[src/rtl/pipeline_hazard_ctrl.sv]
// Pipeline hazard controller: arbitrates memory stalls, taken-branch flushes,
// load-use interlocks and instruction-fetch misses into pipeline enables.
module pipeline_hazard_ctrl #(
    parameter int REG_AW = 5,
    parameter int CNT_W  = 16
) (
    input  logic              clk,
    input  logic              reset,
    input  logic [REG_AW-1:0] id_rs1,
    input  logic [REG_AW-1:0] id_rs2,
    input  logic              id_uses_rs2,
    input  logic [REG_AW-1:0] ex_rd,
    input  logic              ex_mem_read,
    input  logic              ex_branch_taken,
    input  logic              imem_ready,
    input  logic              dmem_ready,
    output logic              pc_en,
    output logic              if_id_en,
    output logic              if_id_flush,
    output logic              id_ex_bubble,
    output logic [CNT_W-1:0]  stall_cnt,
    output logic [7:0]        flush_cnt,
    output logic [1:0]        state
);

    typedef enum logic [1:0] {
        RUN        = 2'd0,
        LOAD_STALL = 2'd1,
        FLUSH      = 2'd2,
        MEM_WAIT   = 2'd3
    } state_t;

    state_t cur_state;
    state_t next_state;

    logic load_use_raw;
    logic load_use;
    logic branch_fire;
    logic stall_sat;
    logic flush_sat;

    // The register right after a stall or flush holds a bubble, so a repeat
    // match against it must not re-trigger the interlock.
    always_comb begin
        load_use_raw = ex_mem_read && (ex_rd != '0) &&
                       ((ex_rd == id_rs1) || (id_uses_rs2 && (ex_rd == id_rs2)));
        load_use     = load_use_raw &&
                       (cur_state != LOAD_STALL) && (cur_state != FLUSH);
    end

    always_comb begin
        pc_en        = 1'b0;
        if_id_en     = 1'b0;
        if_id_flush  = 1'b0;
        id_ex_bubble = 1'b0;
        branch_fire  = 1'b0;
        next_state   = RUN;
        if (reset) begin
            next_state = RUN;
        end else if (!dmem_ready) begin
            next_state = MEM_WAIT;
        end else if (ex_branch_taken) begin
            pc_en        = 1'b1;
            if_id_en     = 1'b1;
            if_id_flush  = 1'b1;
            id_ex_bubble = 1'b1;
            branch_fire  = 1'b1;
            next_state   = FLUSH;
        end else if (load_use) begin
            id_ex_bubble = 1'b1;
            next_state   = LOAD_STALL;
        end else if (!imem_ready) begin
            if_id_en    = 1'b1;
            if_id_flush = 1'b1;
            next_state  = RUN;
        end else begin
            pc_en      = 1'b1;
            if_id_en   = 1'b1;
            next_state = RUN;
        end
    end

    assign stall_sat = &stall_cnt;
    assign flush_sat = &flush_cnt;

    always_ff @(posedge clk or posedge reset) begin
        if (reset) begin
            cur_state <= RUN;
            stall_cnt <= '0;
            flush_cnt <= 8'h00;
        end else begin
            cur_state <= next_state;
            if (!pc_en && !stall_sat)
                stall_cnt <= stall_cnt + {{(CNT_W-1){1'b0}}, 1'b1};
            if (branch_fire && !flush_sat)
                flush_cnt <= flush_cnt + 8'h01;
        end
    end

    assign state = cur_state;

endmodule

[config.mk]
export PLATFORM = sky130hd
export DESIGN_NAME = pipeline_hazard_ctrl
export DESIGN_NICKNAME = d
export VERILOG_FILES = /design/src/rtl/pipeline_hazard_ctrl.sv
export SDC_FILE = /design/constraint.sdc
export NUM_CORES = 1
export LEC_CHECK = 0
export BUFFER_PORTS_ARGS = -buffer_cell sky130_fd_sc_hd__buf_2
export CORE_AREA = 2 2 63 65
export CTS_CLUSTER_DIAMETER = 60
export DETAILED_ROUTE_END_ITERATION = 8
export DIE_AREA = 0 0 65 67
export HOLD_SLACK_MARGIN = 0.1
export MAX_ROUTING_LAYER = met4
export PLACE_DENSITY = 0.66
export SKIP_LAST_GASP = 1
export SLEW_MARGIN = 20
export SYNTH_ARGS = -nofsm -noshare
export SYNTH_HDL_FRONTEND = slang
export SYNTH_SLANG_ARGS = --single-unit
[constraint.sdc]
create_clock -name clk -period 3.96 [get_ports clk]
set_clock_uncertainty 0.05 [all_clocks]
set_input_delay 0.396 -clock clk [delete_from_list [all_inputs] [get_ports clk]]
set_output_delay 0.396 -clock clk [all_outputs]
set_load 0.05 [all_outputs]
==> metrics.txt <==
YS warnings=0; area inside the core boundary=0.00361 mm2; slowest cell on the critical path=sky130_fd_sc_hd__or4_1; count of antenna-violating nets left after detailed routing=0; number of hold-slack violations in the final timing report=0; Data required, critical path=3.51 ns; count of filler cells inserted in the layout=358; Vias=1164; max-slew violations=0; top library cells by usage in the layout, fill and taps aside=sky130_fd_sc_hd__buf_2, sky130_fd_sc_hd__dfrtp_1, sky130_fd_sc_hd__xnor2_1; fraction of layout instances using a drive strength above 1=0.335; worst reg-to-reg setup slack=between 1.5 and 2 ns; Layout Nets=around 210; initial detailed-routing violation count=47; total chip power=1.02 mW; chip width=~65 um; share of the synthesized area in the top cell type=0.462; quantity of gates resized following cts=0; half-perimeter wire length of the detailed placement result=between 2000 and 3000 um; HP Class=input pin to asynchronous set/reset pin; Synth async-reset ratio=1.00; hold_buf cts=0; # Max-Cap Violations=0; transition time at the pin with the least slew margin=0.360 ns; average instance area after synthesis=10.4 um2; most frequent cell on the critical path=sky130_fd_sc_hd__buf_2; post-CTS clock slew at the launch and capture registers of the worst setup and hold paths=0.09 ns; power density of the placed cells=580 mW/mm2; critical path start-end classification=input pin to output port; final period demand of the worst path=2.50 ns; Gate Count Post-Synth=135; number of setup violations in the final report=0; initial antenna violation count=0; clock latency on the worst-skew pair=0.27 ns; DR vias/cell=4.93; top cell family by delay on the critical path=simple AND/OR/NAND/NOR gates; Setup TNS Final=0 ns; FF+latch count, synth=26; TritonCTS Buffers=3; most common cell after layout, fill and taps aside=sky130_fd_sc_hd__buf_2; placement row count=22; VDD IR-drop max=0.410 mV; dominant synthesized flop cell=sky130_fd_sc_hd__dfrtp_1; element type at the critical path start=input pin; layout-stage area growth over the synthesis result=25.1%; leftover overflow at the end of global routing=0; Clock Tree Buf Depth=2; CTS sink cnt=26; Total Die Area=0.00436 mm2; number of nets produced by synthesis=~160; final routed DRC violation total=0; starting density of the core=0.391; GR Util All Layers=0.168; element type at the critical path end=output port; Leak=around 0.85 nW; antenna diode count=0; clock tree from TritonCTS=built; crit-path max cell delay=0.52 ns; Syn Std Cell Area=approximately 0.0014 mm2; # port buffers=51; unrepaired setup endpoints after global routing=no; routed len/inst=between 10 and 15 um; largest cells by area after synthesis=sky130_fd_sc_hd__dfrtp_1, sky130_fd_sc_hd__xnor2_1, sky130_fd_sc_hd__xor2_1, sky130_fd_sc_hd__nand2_1, sky130_fd_sc_hd__nand4_1; Fmax achieved=400 MHz; maximum number of pins on one net before global-route repair=27; first-pass GRT wire length=about 5600 um; Clock H-tree levels=1; crit share post-route=0.631; drt pass-1 iters=4; RD Place Congestion=0.811; headroom to the max-slew limit=0.758; part of the Yosys area used for sequential elements=0.462; vertical extent of the die=approximately 67 um; vias in the first global route=1199; cell taking the most area after synthesis=sky130_fd_sc_hd__dfrtp_1; result of the run=completed; final wirelength=3190 um; sequence of cells on the critical path=buf_2 > or4_1 > o211ai_1 > or2_1 > nand2_1 > a21oi_1 > buf_2; number of primary I/O pins=between 50 and 60; Critical Path AT=2.05 ns; distinct cell type count after synthesis=34; Max FO, Critical Path=3; buffers inserted during post-CTS setup optimization=0; Clock Root Buffer=sky130_fd_sc_hd__clkbuf_8; Post-synth EDFFs=0; Critical path buffers and inverters=2
-- kinds of logic (layout without fill, tap and decap cells) --
| family | count (synthesis) | in the layout | synth area share |
|---|---|---|---|
| AND/OR/NAND/NOR | 57 | 57 | 0.237 |
| XOR/XNOR | 32 | 32 | 0.199 |
| flip-flops | 26 | 26 | 0.462 |
| AO/OA/AOI/OAI | 10 | 10 | 0.0435 |
| buffers and inverters | 6 | 59 | 0.0249 |
| adder cells (fa/ha/maj) | 2 | 2 | 0.0178 |
| multiplexers | 2 | 2 | 0.0160 |
-- worst paths after layout --
kind,from,to,cells after the start
worst max-delay path,ex_rd[1],pc_en,7
worst max register to register,stall_cnt[3],stall_cnt[1],6
max in group asynchronous,reset,stall_cnt[15],3
worst min register to register,stall_cnt[9],stall_cnt[9],1
min in group clk,reset,state[0],2
worst min-delay path,reset,state[0],3
-- area by class of cell --
type,instances,area (um2),share of cell area
clock buffer,4,55.1,0.0312
inverter,3,11.3,0.00639
multi-input combinational,103,723,0.410
sequential,26,651,0.369
tap,48,60.1,0.0341
timing repair buffer,52,263,0.149
-- flip-flops by register name (all words and copies together) (netlist names) --
name and count:
stall_cnt 16, flush_cnt 8, state 2
-- synth_stat cells, drive strengths merged (2+ instances only) --
library cell	number
a21oi	5
and2	3
and3	3
and4	2
buf	2
dfrtp	26
ha	2
inv	3
mux2	2
nand2	13
nand3	8
nand4	9
nor2	7
nor3	2
nor4	2
or3	2
or4	2
xnor2	19
xor2	13
-- power by group --
group	internal, mW	switching [mW]	leakage, nW
clock	0.0888	0.0809	0.0288
combinational	0.126	0.325	0.486
sequential	0.327	0.0747	0.340
total	0.541	0.480	0.855
-- metal layers --
layer	part of all wire	GRT usage	vias up
met5	0	-	-
met3	0.044	0.0338	0
li1	-	-	575
met4	0	0.0266	0
met2	0.53	0.304	31
met1	0.43	0.195	558
-- tightest hold or removal path: stages --
cell and delay [ns]:
sky130_fd_sc_hd__buf_2 0.11, sky130_fd_sc_hd__inv_1 0.07, sky130_fd_sc_hd__buf_4 0.33
-- through the flow --
stage / hold slack [ns] / util / setup slack, ns / cell area, um2 / instances
after global routing: 0.222 / 0.489 / 1.34 / 1760 / 236
after global placement: 0.430 / 0.474 / 1.58 / 1710 / 232
after CTS: 0.174 / 0.489 / 1.46 / 1760 / 236
after detailed placement: 0.438 / 0.474 / 1.48 / 1710 / 232
final: 0.177 / 0.489 / 1.46 / 1760 / 236
after floorplan: 0.394 / - / 1.39 / 1410 / 135
Power figures use the tool's default switching activity.
